<file path="src/rtl/census_pkg.sv">
// Shared constants, pipeline stage type and BCD converter states for live_census.
package census_pkg;
  localparam int DEF_ROWS = 600;
  localparam int DEF_COLS = 25;

  function automatic int frame_blocks(input int rows, input int cols);
    return rows * cols;
  endfunction

  localparam int FRAME_BLOCKS = frame_blocks(DEF_ROWS, DEF_COLS);

  typedef struct packed {
    logic [31:0] data;
    logic        last;
    logic        valid;
  } stage_t;

  typedef enum logic [1:0] {BCD_IDLE, BCD_SHIFT, BCD_DONE} bcd_state_e;

  function automatic logic [3:0] popcnt8(input logic [7:0] b);
    logic [3:0] c;
    c = '0;
    for (int i = 0; i < 8; i++) c = c + {3'b000, b[i]};
    return c;
  endfunction
endpackage

</file>
<file path="src/rtl/popcount32.sv">
// Registered 32-bit popcount (one cycle) that carries the block's last/valid flags alongside.
module popcount32
  import census_pkg::*;
(
  input  logic        clk,
  input  logic        reset_n,
  input  logic        i_flush,
  input  logic [31:0] i_data,
  input  logic        i_last,
  input  logic        i_valid,
  output logic [5:0]  o_cnt,
  output logic        o_last,
  output logic        o_valid
);
  logic [5:0] w_sum;

  assign w_sum = {2'b00, popcnt8(i_data[7:0])}   + {2'b00, popcnt8(i_data[15:8])}
               + {2'b00, popcnt8(i_data[23:16])} + {2'b00, popcnt8(i_data[31:24])};

  always_ff @(posedge clk or negedge reset_n) begin
    if (!reset_n) begin
      o_cnt   <= '0;
      o_last  <= 1'b0;
      o_valid <= 1'b0;
    end else if (i_flush) begin
      o_cnt   <= '0;
      o_last  <= 1'b0;
      o_valid <= 1'b0;
    end else begin
      o_cnt   <= w_sum;
      o_last  <= i_last;
      o_valid <= i_valid;
    end
  end
endmodule

</file>
<file path="src/rtl/live_census.sv">
// Snoops the evolution engine write stream and reports per-generation population,
// generation count, extinction and still-life. Define CENSUS_BCD_EN for a BCD population output.
module live_census
  import census_pkg::*;
#(
  parameter int P_PARAM_M   = 600,
  parameter int READ_COL    = 25,
  parameter int BLOCK_LEN   = 32,
  parameter int STABLE_GENS = 4,
  parameter int POP_W       = 20
) (
  input  logic                 clk,
  input  logic                 reset_n,
  input  logic                 clear,
  input  logic                 wr_en,
  input  logic [23:0]          wr_addr,
  input  logic [BLOCK_LEN-1:0] wr_data,
  output logic [POP_W-1:0]     population,
  output logic [15:0]          generation,
  output logic                 frame_done,
  output logic                 extinct,
  output logic                 stable,
  output logic                 seq_err
`ifdef CENSUS_BCD_EN
  ,
  output logic [31:0]          pop_bcd,
  output logic                 bcd_valid
`endif
);
  localparam int          FB       = frame_blocks(P_PARAM_M, READ_COL);
  localparam logic [23:0] LAST_BLK = 24'(FB - 1);
  localparam int          SW       = $clog2(STABLE_GENS + 1);

  // Stage 0: capture block, track block counter / expected address
  stage_t      r_s0;
  logic [23:0] r_blk;
  logic        w_last;

  assign w_last = (r_blk == LAST_BLK);

  always_ff @(posedge clk or negedge reset_n) begin
    if (!reset_n) begin
      r_s0    <= '0;
      r_blk   <= '0;
      seq_err <= 1'b0;
    end else if (clear) begin
      r_s0    <= '0;
      r_blk   <= '0;
      seq_err <= 1'b0;
    end else begin
      r_s0 <= '{data: wr_data, last: wr_en & w_last, valid: wr_en};
      if (wr_en) begin
        r_blk <= w_last ? '0 : r_blk + 24'd1;
        if (wr_addr != r_blk) seq_err <= 1'b1;
      end
    end
  end

  // Stage 1: popcount
  logic [5:0] w_cnt;
  logic       w_s1_last, w_s1_vld;

  popcount32 u_pop (
    .clk     (clk),
    .reset_n (reset_n),
    .i_flush (clear),
    .i_data  (r_s0.data),
    .i_last  (r_s0.last),
    .i_valid (r_s0.valid),
    .o_cnt   (w_cnt),
    .o_last  (w_s1_last),
    .o_valid (w_s1_vld)
  );

  // Stage 2: accumulate; frame total is handed to the output stage on the last block
  logic [POP_W-1:0] r_acc, r_tot, w_acc_next;
  logic             r_tot_vld;

  assign w_acc_next = r_acc + POP_W'(w_cnt);

  always_ff @(posedge clk or negedge reset_n) begin
    if (!reset_n) begin
      r_acc     <= '0;
      r_tot     <= '0;
      r_tot_vld <= 1'b0;
    end else if (clear) begin
      r_acc     <= '0;
      r_tot     <= '0;
      r_tot_vld <= 1'b0;
    end else begin
      r_tot_vld <= w_s1_vld & w_s1_last;
      if (w_s1_vld) begin
        if (w_s1_last) begin
          r_acc <= '0;
          r_tot <= w_acc_next;
        end else begin
          r_acc <= w_acc_next;
        end
      end
    end
  end

  // Stage 3: published statistics
  logic [SW-1:0] r_stab_cnt, w_stab_nxt;
  logic          r_have_prev, w_match;

  assign w_match = r_have_prev && (r_tot == population);

  always_comb begin
    w_stab_nxt = '0;
    if (w_match)
      w_stab_nxt = (r_stab_cnt == SW'(STABLE_GENS)) ? r_stab_cnt : r_stab_cnt + SW'(1);
  end

  always_ff @(posedge clk or negedge reset_n) begin
    if (!reset_n) begin
      population  <= '0;
      generation  <= '0;
      frame_done  <= 1'b0;
      extinct     <= 1'b0;
      stable      <= 1'b0;
      r_stab_cnt  <= '0;
      r_have_prev <= 1'b0;
    end else if (clear) begin
      population  <= '0;
      generation  <= '0;
      frame_done  <= 1'b0;
      extinct     <= 1'b0;
      stable      <= 1'b0;
      r_stab_cnt  <= '0;
      r_have_prev <= 1'b0;
    end else begin
      frame_done <= r_tot_vld;
      if (r_tot_vld) begin
        population  <= r_tot;
        generation  <= (generation == 16'hFFFF) ? generation : generation + 16'd1;
        extinct     <= (r_tot == '0);
        r_stab_cnt  <= w_stab_nxt;
        stable      <= (w_stab_nxt == SW'(STABLE_GENS));
        r_have_prev <= 1'b1;
      end
    end
  end

`ifdef CENSUS_BCD_EN
  // Double-dabble, one shift per cycle; the first shift happens on the load cycle
  localparam int CW = $clog2(POP_W + 1);

  bcd_state_e       r_bcd_st, w_bcd_st_nxt;
  logic [POP_W-1:0] r_bin;
  logic [31:0]      r_bcd, w_adj, w_bcd_sh;
  logic [CW-1:0]    r_shcnt;

  always_comb begin
    w_adj = '0;
    for (int d = 0; d < 8; d++)
      w_adj[4*d +: 4] = (r_bcd[4*d +: 4] >= 4'd5) ? r_bcd[4*d +: 4] + 4'd3 : r_bcd[4*d +: 4];
  end

  assign w_bcd_sh = {w_adj[30:0], r_bin[POP_W-1]};

  always_comb begin
    w_bcd_st_nxt = r_bcd_st;
    bcd_valid    = (r_bcd_st == BCD_DONE);
    if (frame_done)
      w_bcd_st_nxt = BCD_SHIFT;
    else if (r_bcd_st == BCD_SHIFT && r_shcnt == CW'(POP_W - 1))
      w_bcd_st_nxt = BCD_DONE;
  end

  always_ff @(posedge clk or negedge reset_n) begin
    if (!reset_n) begin
      r_bcd_st <= BCD_IDLE;
      r_bin    <= '0;
      r_bcd    <= '0;
      r_shcnt  <= '0;
      pop_bcd  <= '0;
    end else begin
      r_bcd_st <= w_bcd_st_nxt;
      if (frame_done) begin
        r_bcd   <= {31'd0, population[POP_W-1]};
        r_bin   <= population << 1;
        r_shcnt <= CW'(1);
      end else if (r_bcd_st == BCD_SHIFT) begin
        r_bcd   <= w_bcd_sh;
        r_bin   <= r_bin << 1;
        r_shcnt <= r_shcnt + CW'(1);
        if (r_shcnt == CW'(POP_W - 1)) pop_bcd <= w_bcd_sh;
      end
    end
  end
`endif
endmodule

</file>
<file path="config.mk">
export PLATFORM = sky130hd
export DESIGN_NAME = live_census
export DESIGN_NICKNAME = d
export VERILOG_FILES = /design/src/rtl/census_pkg.sv /design/src/rtl/popcount32.sv /design/src/rtl/live_census.sv
export SDC_FILE = /design/constraint.sdc
export NUM_CORES = 1
export LEC_CHECK = 0
export CAP_MARGIN = 20
export CELL_PAD_IN_SITES_DETAIL_PLACEMENT = 2
export CELL_PAD_IN_SITES_GLOBAL_PLACEMENT = 2
export CORE_MARGIN = 1
export CORE_UTILIZATION = 44
export DETAILED_ROUTE_END_ITERATION = 8
export DONT_BUFFER_PORTS = 1
export PLACE_DENSITY = 0.85
export REMOVE_ABC_BUFFERS = 1
export SLEW_MARGIN = 20
export SYNTH_ARGS = -nofsm -noshare
export SYNTH_HDL_FRONTEND = slang
export SYNTH_HIERARCHICAL = 1
export SYNTH_SLANG_ARGS = --single-unit
</file>
<file path="constraint.sdc">
create_clock -name clk -period 9.6 [get_ports clk]
set_clock_uncertainty 0.2 [all_clocks]
set_input_delay 0.48 -clock clk [delete_from_list [all_inputs] [get_ports clk]]
set_output_delay 0.48 -clock clk [all_outputs]
set_load 0.01 [all_outputs]
</file>
==> impl_metrics.toml <==
[timing]
worst_pin_slew_ps = 1030
rsz0062_at_grt = "no"
tns_ps = 0
finalSetupViolCount = 0
final_hold_viol_count = 0
worst_slack_ps = 4650
timing.fmax_mhz = 202
drv_slew = 0
fin_crit_sh = 0.515
slew-limit-headroom = 0.315
fin_crit_ps = 4950

[cells_and_area]
layout_commonest_cell = "dfrtp_1"
area_growth_syn_to_layout_pct = 12.7
diodes = 0
drive_gt1_frac = 0.0585
postLayoutCoreUtil = 0.511
final_cell_mix = "dfrtp_1, inv_1, nor2_1, xnor2_1, nor2b_1"
design_area_um2 = 9310
nets = 911
stdcell_count = 1050

[floorplanning]
ioPinCount = 100
rows = 49
start_util = 0.454
dieArea_um2 = 19300
design.core.area_um2 = 18200
die_h_um = 139
die_w_um = 139

[global_route]
first_global_vias = 6963
track_usage = 0.252
antenna_found_initial = 0
grt_start_max_net_pins = 152
grt-ovfl-total = 0
grt_pass1_wl_um = 38000

[critical_path]
startpoint_type = "flop"
slowest_stage = "fa_1"
critPathCaptureType = "flop"
slowest_delay_ps = 540
cpMostUsedCell = "fa_1"
critical_path_arrival_ps = 5090
worstPathRequired_ps = 9750
crit_chain = "inv_1, fa_1, fa_1, inv_1, fa_1, fa_1, fa_1, inv_1, fa_1, inv_1, fa_1, a21o_2, a21oi_2, mux2i_1"
crit_family = "adder cells"
cp_num_buf_inv = 4
path_class = "flop to flop"
path_max_fanout = 2

[synth]
synth_warnings = 6
synth_flop_cell = "dfrtp_1"
synth_seq_cells = 151
synth_area_per_cell_um2 = 10.3
synth_cell_type_count = 61
async_flop_share = 1.00
syn_area_um2 = 8270
synth-edff-count = 0
yosysSeqAreaShare = 0.457
synthCells = 804

[job]
drv_cap = 0

[outcome]
violations = "DRC"
status = "finished, violations left"

[route]
drc = 8
drt-total-wl_um = 23000
vias = 6234
drtPass1Iterations = 9
vias_per_cell = 5.94
drtIter0Drc = 253
drtAntennaViolNets = 0
detail_route.wl_per_cell_um = 21.9

[power_and_ir_drop]
leakage_uw = 0.00420
power_density_nw_per_um2 = 189
ir_worst_vdd_mv = 0.135

[clocking]
htreeDepth = 4
post_cts_resized = 0
cts-buffers-inserted = 17
cts-root-buf = "clkbuf_16"
clock_latency_ps = 430
cts_sinks = 151
cts_tree = "built"
cts_buffer_depth = 2
clk_pin_slew_ps = 60

[placement]
dp.cells = 991
port_buffers = 0
place_area_um2 = 8380
gp_congestion = 0.844
pre_cts_slack_ps = 4630
place_hpwl_um = 15200

[min_path]
hold_class = "input pin to flop"
-- where the power goes --
group	total [uW]	internal, uW	switching, uW
sequential	672	658	14.3
combinational	379	163	215
clock	710	447	263
-- per-stage QoR --
stage | hold slack [ps] | total power, uW
floorplan | -15.6 | 945
global placement | -11.8 | 994
detailed placement | -12.2 | 1040
CTS | 0.660 | 1790
global route | 2.63 | 1860
finish | 12.9 | 1760
-- logic make-up (layout without fill, tap and decap cells) --
| family | Yosys count | after routing | share of synthesized area |
|---|---|---|---|
| AO/OA/AOI/OAI | 150 | 150 | 0.124 |
| XOR/XNOR | 73 | 73 | 0.0774 |
| AND/OR/NAND/NOR | 256 | 256 | 0.171 |
| flip-flops | 151 | 151 | 0.457 |
| adder cells (fa/ha/maj) | 42 | 42 | 0.0863 |
| buffers and inverters | 105 | 122 | 0.0518 |
| multiplexers | 27 | 27 | 0.0330 |
-- what timing repair did --
item,in CTS,in global routing
endpoints found under the hold margin,232,3
endpoints found under the setup margin,0,0
setup buffers,0,0
hold buffers,25,3
-- synth_stat cells (all sizes together) (2+ instances only) --
| library cell | count | area share |
|---|---|---|
| dfrtp | 151 | 0.46 |
| inv | 61 | 0.028 |
| nor2 | 56 | 0.025 |
| xnor2 | 40 | 0.042 |
| nor2b | 37 | 0.028 |
| a21oi | 35 | 0.022 |
| nand2 | 35 | 0.016 |
| nand3 | 33 | 0.020 |
| xor2 | 33 | 0.035 |
| a31oi | 28 | 0.021 |
| clkbuf | 28 | 0.013 |
| a22o | 26 | 0.028 |
| fa | 25 | 0.061 |
| mux2i | 25 | 0.030 |
| nand4 | 24 | 0.018 |
| o21ai | 23 | 0.014 |
| ha | 17 | 0.026 |
| buf | 16 | 0.011 |
| nor4 | 15 | 0.015 |
| and3 | 12 | 0.0091 |
| nand2b | 10 | 0.0076 |
| a41oi | 8 | 0.0085 |
| nor3 | 5 | 0.0042 |
| a211oi | 4 | 0.0036 |
| and2 | 4 | 0.0030 |
| and4 | 4 | 0.0042 |
| o211ai | 4 | 0.0036 |
| or2 | 4 | 0.0030 |
| or4 | 4 | 0.0036 |
| or4b | 4 | 0.0053 |
| nand3b | 3 | 0.0027 |
| o31ai | 3 | 0.0027 |
| o41ai | 3 | 0.0032 |
| or3 | 3 | 0.0023 |
| a21o | 2 | 0.0020 |
| mux2 | 2 | 0.0027 |
| o211a | 2 | 0.0024 |
| o311ai | 2 | 0.0021 |
-- state kept, by name (all words and copies together), names as in the netlist, 3 cells and up --
register and cells:
u_pop/o_cnt 6, generation 16, r_s0 34, r_blk 24
population 20, r_tot 20, r_stab_cnt 3, r_acc 20
-- worst paths after layout --
kind                        startpoint              to  slack (ps)  cells after the start
min reg2reg                    r_s0[0]   u_pop/o_valid         270                      1
max reg2reg                    r_s0[2]  u_pop/o_cnt[4]        4650                     14
min                        wr_data[14]        r_s0[16]          10                      1
max in group asynchronous      reset_n        r_blk[9]        8080                      2
min in group asynchronous      reset_n  generation[14]         480                      2
max                            r_s0[2]  u_pop/o_cnt[4]        4650                     14
-- final cells by class --
type | instances | area [um2]
Clock buffer | 23 | 468
Multi-Input combinational cell | 548 | 4070
Inverter | 61 | 229
Fill cell | 1833 | 8900
Tap cell | 229 | 287
Clock inverter | 8 | 146
Timing Repair Buffer | 30 | 330
Sequential cell | 151 | 3780
-- metal layers --
metal,vias up,global-route usage,wire (um)
met4,0,0.0830,405
met1,3253,0.308,9750
met3,34,0.0466,845
met2,135,0.446,12000
met5,-,0,0
li1,2812,-,-
(Power assumes the default switching activity.)
